## config.mk

```make
export PLATFORM = sky130hd
export DESIGN_NAME = duc_tx_scheduler
export DESIGN_NICKNAME = d
export VERILOG_FILES = /design/src/rtl/duc_tx_scheduler.sv
export SDC_FILE = /design/constraint.sdc
export NUM_CORES = 1
export LEC_CHECK = 0
export BUFFER_PORTS_ARGS = -buffer_cell sky130_fd_sc_hd__buf_2
export CELL_PAD_IN_SITES_DETAIL_PLACEMENT = 0
export CELL_PAD_IN_SITES_GLOBAL_PLACEMENT = 1
export CORE_MARGIN = 8
export CORE_UTILIZATION = 33
export DETAILED_ROUTE_END_ITERATION = 6
export PLACE_DENSITY = 0.79
export SLEW_MARGIN = 20
export SYNTH_ARGS = -nofsm -noshare
export SYNTH_HDL_FRONTEND = slang
export SYNTH_SLANG_ARGS = --single-unit
```

## constraint.sdc

```tcl
create_clock -name i_clock -period 2.9 [get_ports i_clock]
set_clock_uncertainty 0.15 [all_clocks]
set_input_delay 0.145 -clock i_clock [delete_from_list [all_inputs] [get_ports i_clock]]
set_output_delay 0.145 -clock i_clock [all_outputs]
set_load 0.02 [all_outputs]
```

## src/rtl/duc_tx_scheduler.sv

```systemverilog
// duc_tx_scheduler: burst sequencer for the upconverter.
// Feeds exactly i_length baseband samples into the upconverter at the DAC rate,
// substituting zeros when the source runs dry, then drains the interpolation
// filter with FLUSH_CYCLES zero inputs and gates the DAC side to zero when idle.
module duc_tx_scheduler #(
    parameter int WIDTH        = 16,
    parameter int LEN_WIDTH    = 16,
    parameter int FLUSH_CYCLES = 64
) (
    input  logic                 i_clock,
    input  logic                 i_reset_n,
    input  logic                 i_dac_strobe,
    input  logic                 i_start,
    input  logic [LEN_WIDTH-1:0] i_length,
    input  logic                 i_abort,
    output logic                 o_busy,
    output logic                 o_done,
    output logic                 o_underflow,
    input  logic [WIDTH-1:0]     i_inph_data,
    input  logic [WIDTH-1:0]     i_quad_data,
    input  logic                 i_valid,
    output logic                 o_ack,
    output logic [WIDTH-1:0]     o_duc_inph,
    output logic [WIDTH-1:0]     o_duc_quad,
    output logic                 o_duc_ready,
    input  logic                 i_duc_sample_req,
    input  logic [WIDTH-1:0]     i_duc_inph,
    input  logic [WIDTH-1:0]     i_duc_quad,
    output logic [WIDTH-1:0]     o_dac_inph,
    output logic [WIDTH-1:0]     o_dac_quad,
    output logic                 o_dac_valid
);

    localparam int FLUSH_W = $clog2(FLUSH_CYCLES + 1);
    localparam logic [FLUSH_W-1:0]   FLUSH_LOAD = FLUSH_W'(FLUSH_CYCLES);
    localparam logic [FLUSH_W-1:0]   FLUSH_ONE  = FLUSH_W'(1);
    localparam logic [LEN_WIDTH-1:0] LEN_ONE    = LEN_WIDTH'(1);

    typedef enum logic [1:0] {
        IDLE,
        STREAM,
        FLUSH
    } state_t;

    state_t               state;
    logic [LEN_WIDTH-1:0] remain;
    logic [FLUSH_W-1:0]   flush_cnt;
    logic                 streaming;
    logic                 busy;
    logic                 take;

    // A sample slot is consumed only when the DAC ticks and the upconverter asks for input.
    assign streaming   = (state == STREAM);
    assign busy        = (state != IDLE);
    assign take        = streaming & i_dac_strobe & i_duc_sample_req;

    assign o_busy      = busy;
    assign o_duc_ready = i_dac_strobe & busy;
    assign o_ack       = take & i_valid & ~i_abort;
    assign o_duc_inph  = (streaming & i_valid) ? i_inph_data : '0;
    assign o_duc_quad  = (streaming & i_valid) ? i_quad_data : '0;

    // Burst sequencer: slot counting in STREAM, strobe-counted drain in FLUSH.
    always_ff @(posedge i_clock or negedge i_reset_n) begin
        if (!i_reset_n) begin
            state       <= IDLE;
            remain      <= '0;
            flush_cnt   <= '0;
            o_done      <= 1'b0;
            o_underflow <= 1'b0;
        end else begin
            o_done <= 1'b0;
            case (state)
                IDLE: begin
                    if (i_start) begin
                        o_underflow <= 1'b0;
                        if (i_length != '0) begin
                            remain <= i_length;
                            state  <= STREAM;
                        end else begin
                            o_done <= 1'b1;
                        end
                    end
                end
                STREAM: begin
                    if (i_abort) begin
                        flush_cnt <= FLUSH_LOAD;
                        state     <= FLUSH;
                    end else if (take) begin
                        remain <= remain - LEN_ONE;
                        if (!i_valid) begin
                            o_underflow <= 1'b1;
                        end
                        if (remain == LEN_ONE) begin
                            flush_cnt <= FLUSH_LOAD;
                            state     <= FLUSH;
                        end
                    end
                end
                FLUSH: begin
                    if (i_dac_strobe) begin
                        flush_cnt <= flush_cnt - FLUSH_ONE;
                        if (flush_cnt == FLUSH_ONE) begin
                            state  <= IDLE;
                            o_done <= 1'b1;
                        end
                    end
                end
                default: begin
                    state <= IDLE;
                end
            endcase
        end
    end

    // DAC side is registered once and held at zero whenever no burst is in progress.
    always_ff @(posedge i_clock or negedge i_reset_n) begin
        if (!i_reset_n) begin
            o_dac_valid <= 1'b0;
            o_dac_inph  <= '0;
            o_dac_quad  <= '0;
        end else begin
            o_dac_valid <= i_dac_strobe & busy;
            o_dac_inph  <= busy ? i_duc_inph : '0;
            o_dac_quad  <= busy ? i_duc_quad : '0;
        end
    end

endmodule
```

=== Word-level counts from Yosys, hierarchy flattened ===
Index checks and enable logic that the tools add are counted.

* Output and inout bits: 70
* Register bits: 60

* Equal/unequal tests: 13
* Bitwise gates (word level): 7
* Reduce and logical (&&, ||, !) cells: 9
* Muxes and demuxes: 32
* Add/sub/neg operators: 2

{| class="wikitable"
|+ Operators by type and width
! kind !! count
|-
| 16-bit 2-to-1 mux || 8
|-
| 16-bit case mux with 2 select lines || 1
|-
| 7-bit 2-to-1 mux || 4
|-
| 16-bit by 1-bit == test with 1-bit output, second input constant || 1
|-
| 16-bit nonzero test || 1
|-
| 16-bit by 1-bit subtractor with 16-bit output, second input constant || 1
|-
| 2-bit 2-to-1 mux || 7
|-
| 7-bit case mux with 2 select lines || 1
|-
| 2-bit inequality test, second input constant || 6
|-
| 5-bit AND reduction || 2
|-
| 1-bit 2-to-1 mux || 8
|-
| 7-bit by 1-bit == test with 1-bit output, second input constant || 1
|-
| 7-bit by 1-bit subtractor with 7-bit output, second input constant || 1
|-
| 1-bit AND || 6
|-
| 3-bit by 2-bit inequality test with 1-bit output, second input constant || 2
|-
| 2-bit case mux with 3 select lines || 1
|-
| 6-bit AND reduction || 1
|-
| 2-bit nonzero test || 3
|-
| 1-bit case mux with 2 select lines || 2
|-
| 4-bit AND reduction || 1
|-
| 2-bit by 1-bit == test with 1-bit output, second input constant || 1
|-
| 2-bit == test, second input constant || 1
|-
| 2-bit zero test || 1
|-
| 2-bit by 1-bit inequality test with 1-bit output, second input constant || 1
|-
| 1-bit NOT || 1
|}

=== Logic depth before layout (Yosys ltp) ===
* Depth after elaboration: 6
* Mapped depth: 9

=== Least setup slack after synthesis ===
No wires, ideal clock.

* Kind: reg2reg
* From: register remain[4]
* To: register state[1]
* Data required time: 2.625 ns
* Setup slack: 0.578 ns
* Library setup time: 0.125 ns
* Stages on the path, launching flop included: 6
* Arrival time: 2.048 ns
* Path through: dfrtp_1 nor4_4 nand4_1 o41a_1 nor3_1 mux2_2

* Longest elaborated chain between the ends: 3

{| class="wikitable"
|+ RTL lines
! element !! RTL line !! source
|-
| start: declaration || 46 || <nowiki>logic [LEN_WIDTH-1:0] remain;</nowiki>
|-
| start signal: assignment || 78 || <nowiki>remain <= i_length;</nowiki>
|-
| start signal: assignment || 90 || <nowiki>remain <= remain - LEN_ONE;</nowiki>
|-
| 16-bit by 1-bit == test with 1-bit output || 94 || <nowiki>if (remain == LEN_ONE) begin</nowiki>
|-
| 3-bit by 2-bit inequality test with 1-bit output (no line) || -- ||
|-
| 6-bit AND reduction (no line) || -- ||
|-
| end signal: assignment || 96 || <nowiki>state <= FLUSH;</nowiki>
|-
| end signal: assignment || 104 || <nowiki>state <= IDLE;</nowiki>
|-
| end signal: assignment || 110 || <nowiki>state <= IDLE;</nowiki>
|-
| end: declaration || 45 || <nowiki>state_t state;</nowiki>
|}

No other way between the ends.
A chain may end at the register's enable or synchronous reset.

=== Worst setup path in the final report ===
* From: register state[1]
* To: register flush_cnt[5]

* Longest elaborated chain between the ends: 5

{| class="wikitable"
|+ RTL lines
! element !! RTL line !! source
|-
| start signal: assignment || 66 || <nowiki>state <= IDLE;</nowiki>
|-
| start signal: assignment || 79 || <nowiki>state <= STREAM;</nowiki>
|-
| start signal: assignment || 88 || <nowiki>state <= FLUSH;</nowiki>
|-
| 2-bit by 1-bit == test with 1-bit output * || 53 || <nowiki>assign streaming = (state == STREAM);</nowiki>
|-
| named net streaming || 48 || <nowiki>logic streaming;</nowiki>
|-
| 1-bit AND (2 in series) || 55 || <nowiki>assign take = streaming & i_dac_strobe & i_duc_sample_req;</nowiki>
|-
| 3-bit by 2-bit inequality test with 1-bit output (no line) || -- ||
|-
| 4-bit AND reduction (no line) || -- ||
|-
| end signal: assignment || 102 || <nowiki>flush_cnt <= flush_cnt - FLUSH_ONE;</nowiki>
|-
| end: declaration || 47 || <nowiki>logic [FLUSH_W-1:0] flush_cnt;</nowiki>
|}

Mark *: on every way through the listed nets, which the timed path passes. The rest lies on a longest branch.

==> out/metrics.cfg <==
[finish]
num_antenna_cells = 0
final_cell_mix = buf_2 (156), dfrtp_1 (60), dlygate4sd3_1 (47)
final_common_cell = buf_2
final_layout_size_suffix_gt1_share_pct = 35.81
nNetsFinal = 615
area_delta_synth_final_pct = 52.61

[die]
coreArea_um2 = 9109
fp.dieW_um = 112.0
start_util_pct = 33.39
rows = 35
ios = 157
dieArea_um2 = 12550
die_h_um = 112.0

[power]
seq_power_share_pct = 33.1
pwr-share-clk_pct = 16.5
ir_worst_vdd_uv = 531.6
p_leak_nw = 2.410
share_comb_of_total_power_pct = 50.4
power_density_nw_per_um2 = 906.8
switching_power_mw = 1.888
internal-power_mw = 2.322
sw_frac_of_total_pct = 44.84

[clock_network]
postCtsSetupBuffers = 0
cts_hold_buf = 47
cts_sinks = 60
clock_latency_ns = 0.34
numCtsBuffers = 9
clk_path_buf_depth = 2
root_buffer = clkbuf_8
cts_resized = 0
cts_max_level = 3
cts_tree = yes
cts.clk_slew.worst_paths_ns = 0.07

[critical_path]
crit_type = reg2reg
crit_top_cell = inv_1
cp_max_fo = 37
worst-r2r-setup-slack_ns = 0.35
max_stage_delay_ns = 0.42
crit_path_end_kind = flop
critPathLaunchType = flop
critPathTopFamily = simple AND/OR/NAND/NOR gates
rr_worst_depth = 8
r2r-end = flush_cnt[5]$_DFFE_PN0P_
cp_data_arrival_time_ns = 2.60
crit_chain = inv_1, ha_1, buf_4, inv_1, nor2_1, o41a_1, or2_0, o221ai_1
r2r_start = state[1]$_DFFE_PN0P_
required_ns = 2.95
worst-path-buf-inv = 3
cpMaxStageDelayCell = or2_0

[synthesis]
syn_area_um2 = 3042
synth_nets = 410
synth_cells = 315
synth_cell_types = 44
synth-seq-cells = 60
synth_enable_flop_cells = 0
yosysWarnings = 0
synth_top_flop_cell = dfrtp_1
syn-mean-instance-area_um2 = 9.656
synthArstFlopShare_pct = 100.0
yosysSeqAreaShare_pct = 49.36

[drt]
routedWlPerCell_um = 15.77
drcViolationCount = 0
drtIter0Drc = 153
drtPass1Iterations = 4
vias = 3093
drt-total-wl_um = 10030
post_drt_via_cell_ratio = 4.863
postRouteAntennaNets = 0

[hold_path]
hp-start = i_length[3]
hold_path.class = in2reg
hold-path-endpoint = remain[3]$_DFFE_PN0P_
whs_path_depth = 3

[global_route]
grt_pass1_wl_um = 16640
antenna_found_initial = 0
groute.usage.overall_pct = 16.33
grt_remaining_overflow = 0
grt_pass1_vias = 3248
grt_max_degree = 38

[timing]
hold-worst-slack_ns = 0.01925
setup_viol = 0
setup-tns-final_ns = 0
fmax_mhz = 392.5
worstMarginPinSlew_ns = 0.4935
finalCritPeriodShare_pct = 87.86
min_period_ns = 2.548
slew_violations = 0
rsz0062_at_grt = no
max-slew-margin-rel_pct = 67.10
hold_viol = 0

[place]
io_buffer_count = 156
gp_congestion = 0.8222
hpwl_um = 7223

[run_status]
status = finished clean

[run]
max_cap_violations = 0

## stage by stage
stage	power, mW	utilization [%]	setup slack, ns	area [um2]	instances
global route	4.534	50.96	0.1841	4642	636
floorplan	2.782	-	0.5775	3042	315
finish	4.209	50.96	0.3520	4642	636
global placement	3.438	43.75	0.4112	3985	573
detailed placement	3.488	43.75	0.3639	3985	573
CTS	4.253	50.96	0.3216	4642	636
## final cells by class
cell class                      instances  area (um2)
Fill cell                             863        4467
Timing Repair Buffer                  214        1346
Inverter                               15       56.30
Clock inverter                          6       48.80
Sequential cell                        60        1501
Tap cell                              111       138.9
Clock buffer                           10       137.6
Multi-Input combinational cell        220        1413
## worst min-delay path, stage by stage
cell and delay, ns:
buf_2 0.09, o22ai_1 0.07, a2bb2oi_1 0.15
## routing by layer
| metal | share of wire, % | wire [um] | track usage [%] | vias up |
|---|---|---|---|---|
| li1 | - | - | - | 1536 |
| met1 | 42 | 4162 | 18.36 | 1454 |
| met2 | 49 | 4905 | 27.18 | 91 |
| met3 | 8.5 | 854 | 7.197 | 12 |
| met4 | 1.0 | 104 | 5.306 | 0 |
| met5 | 0 | 0 | 0 | - |
## how the worst max path moves through the flow
stage	from	end	slack (ns)	cells past startpoint
3_5_place_dp	state[1]$_DFFE_PN0P_	flush_cnt[5]$_DFFE_PN0P_	0.36	8
6_report	state[1]$_DFFE_PN0P_	flush_cnt[5]$_DFFE_PN0P_	0.35	8
3_3_place_gp	state[1]$_DFFE_PN0P_	flush_cnt[5]$_DFFE_PN0P_	0.41	8
4_1_cts	state[1]$_DFFE_PN0P_	o_ack	0.32	7
2_1_floorplan	remain[4]$_DFFE_PN0P_	state[1]$_DFFE_PN0P_	0.58	5
5_1_grt	state[1]$_DFFE_PN0P_	flush_cnt[5]$_DFFE_PN0P_	0.18	8
## state kept, by name, summed over array words and instances, names as in the netlist
| signal | count |
|---|---|
| flush_cnt | 7 |
| remain | 16 |
| o_dac_quad | 16 |
| o_done | 1 |
| o_dac_valid | 1 |
| o_underflow | 1 |
| o_dac_inph | 16 |
| state | 2 |
## synthesized netlist by cell type, drive strengths merged, types with 3 or more instances
| cell type | n | area [um2] |
|---|---|---|
| inv | 15 | 56.30 |
| nor3 | 5 | 25.02 |
| ha | 8 | 100.1 |
| nand3 | 7 | 35.03 |
| a21oi | 17 | 85.08 |
| nand2 | 14 | 52.55 |
| o22ai | 4 | 25.02 |
| nand2b | 3 | 18.77 |
| o211ai | 4 | 30.03 |
| o21ai | 24 | 120.1 |
| nand3b | 4 | 30.03 |
| dfrtp | 60 | 1501 |
| a2bb2oi | 6 | 52.55 |
| nor2 | 13 | 48.80 |
| clkbuf | 18 | 68.81 |
| nor2b | 33 | 206.5 |
| or3 | 3 | 18.77 |
| and3 | 34 | 212.7 |
| nor4 | 11 | 98.84 |
| mux2i | 3 | 30.03 |
| nand4 | 5 | 31.28 |
## cells by family (layout without fill, tap and decap cells)
group           Yosys count  count (layout)  synth area share (%)
simple gates            139             139                 27.36
mux                       4               4                 1.357
buf+inv                  35             245                 4.442
fa+ha+maj                 8               8                 3.291
flops                    60              60                 49.36
compound gates           69              69                 14.19
## power by group through the flow
stage | Sequential (mW) | Clock, mW | Combinational [mW]
4_1_cts | 1.39 | 0.723 | 2.14
2_1_floorplan | 1.58 | 0 | 1.21
5_1_grt | 1.44 | 0.757 | 2.34
3_3_place_gp | 1.39 | 0 | 2.05
6_report | 1.40 | 0.693 | 2.12
3_5_place_dp | 1.40 | 0 | 2.08
(Power assumes the default switching activity.)
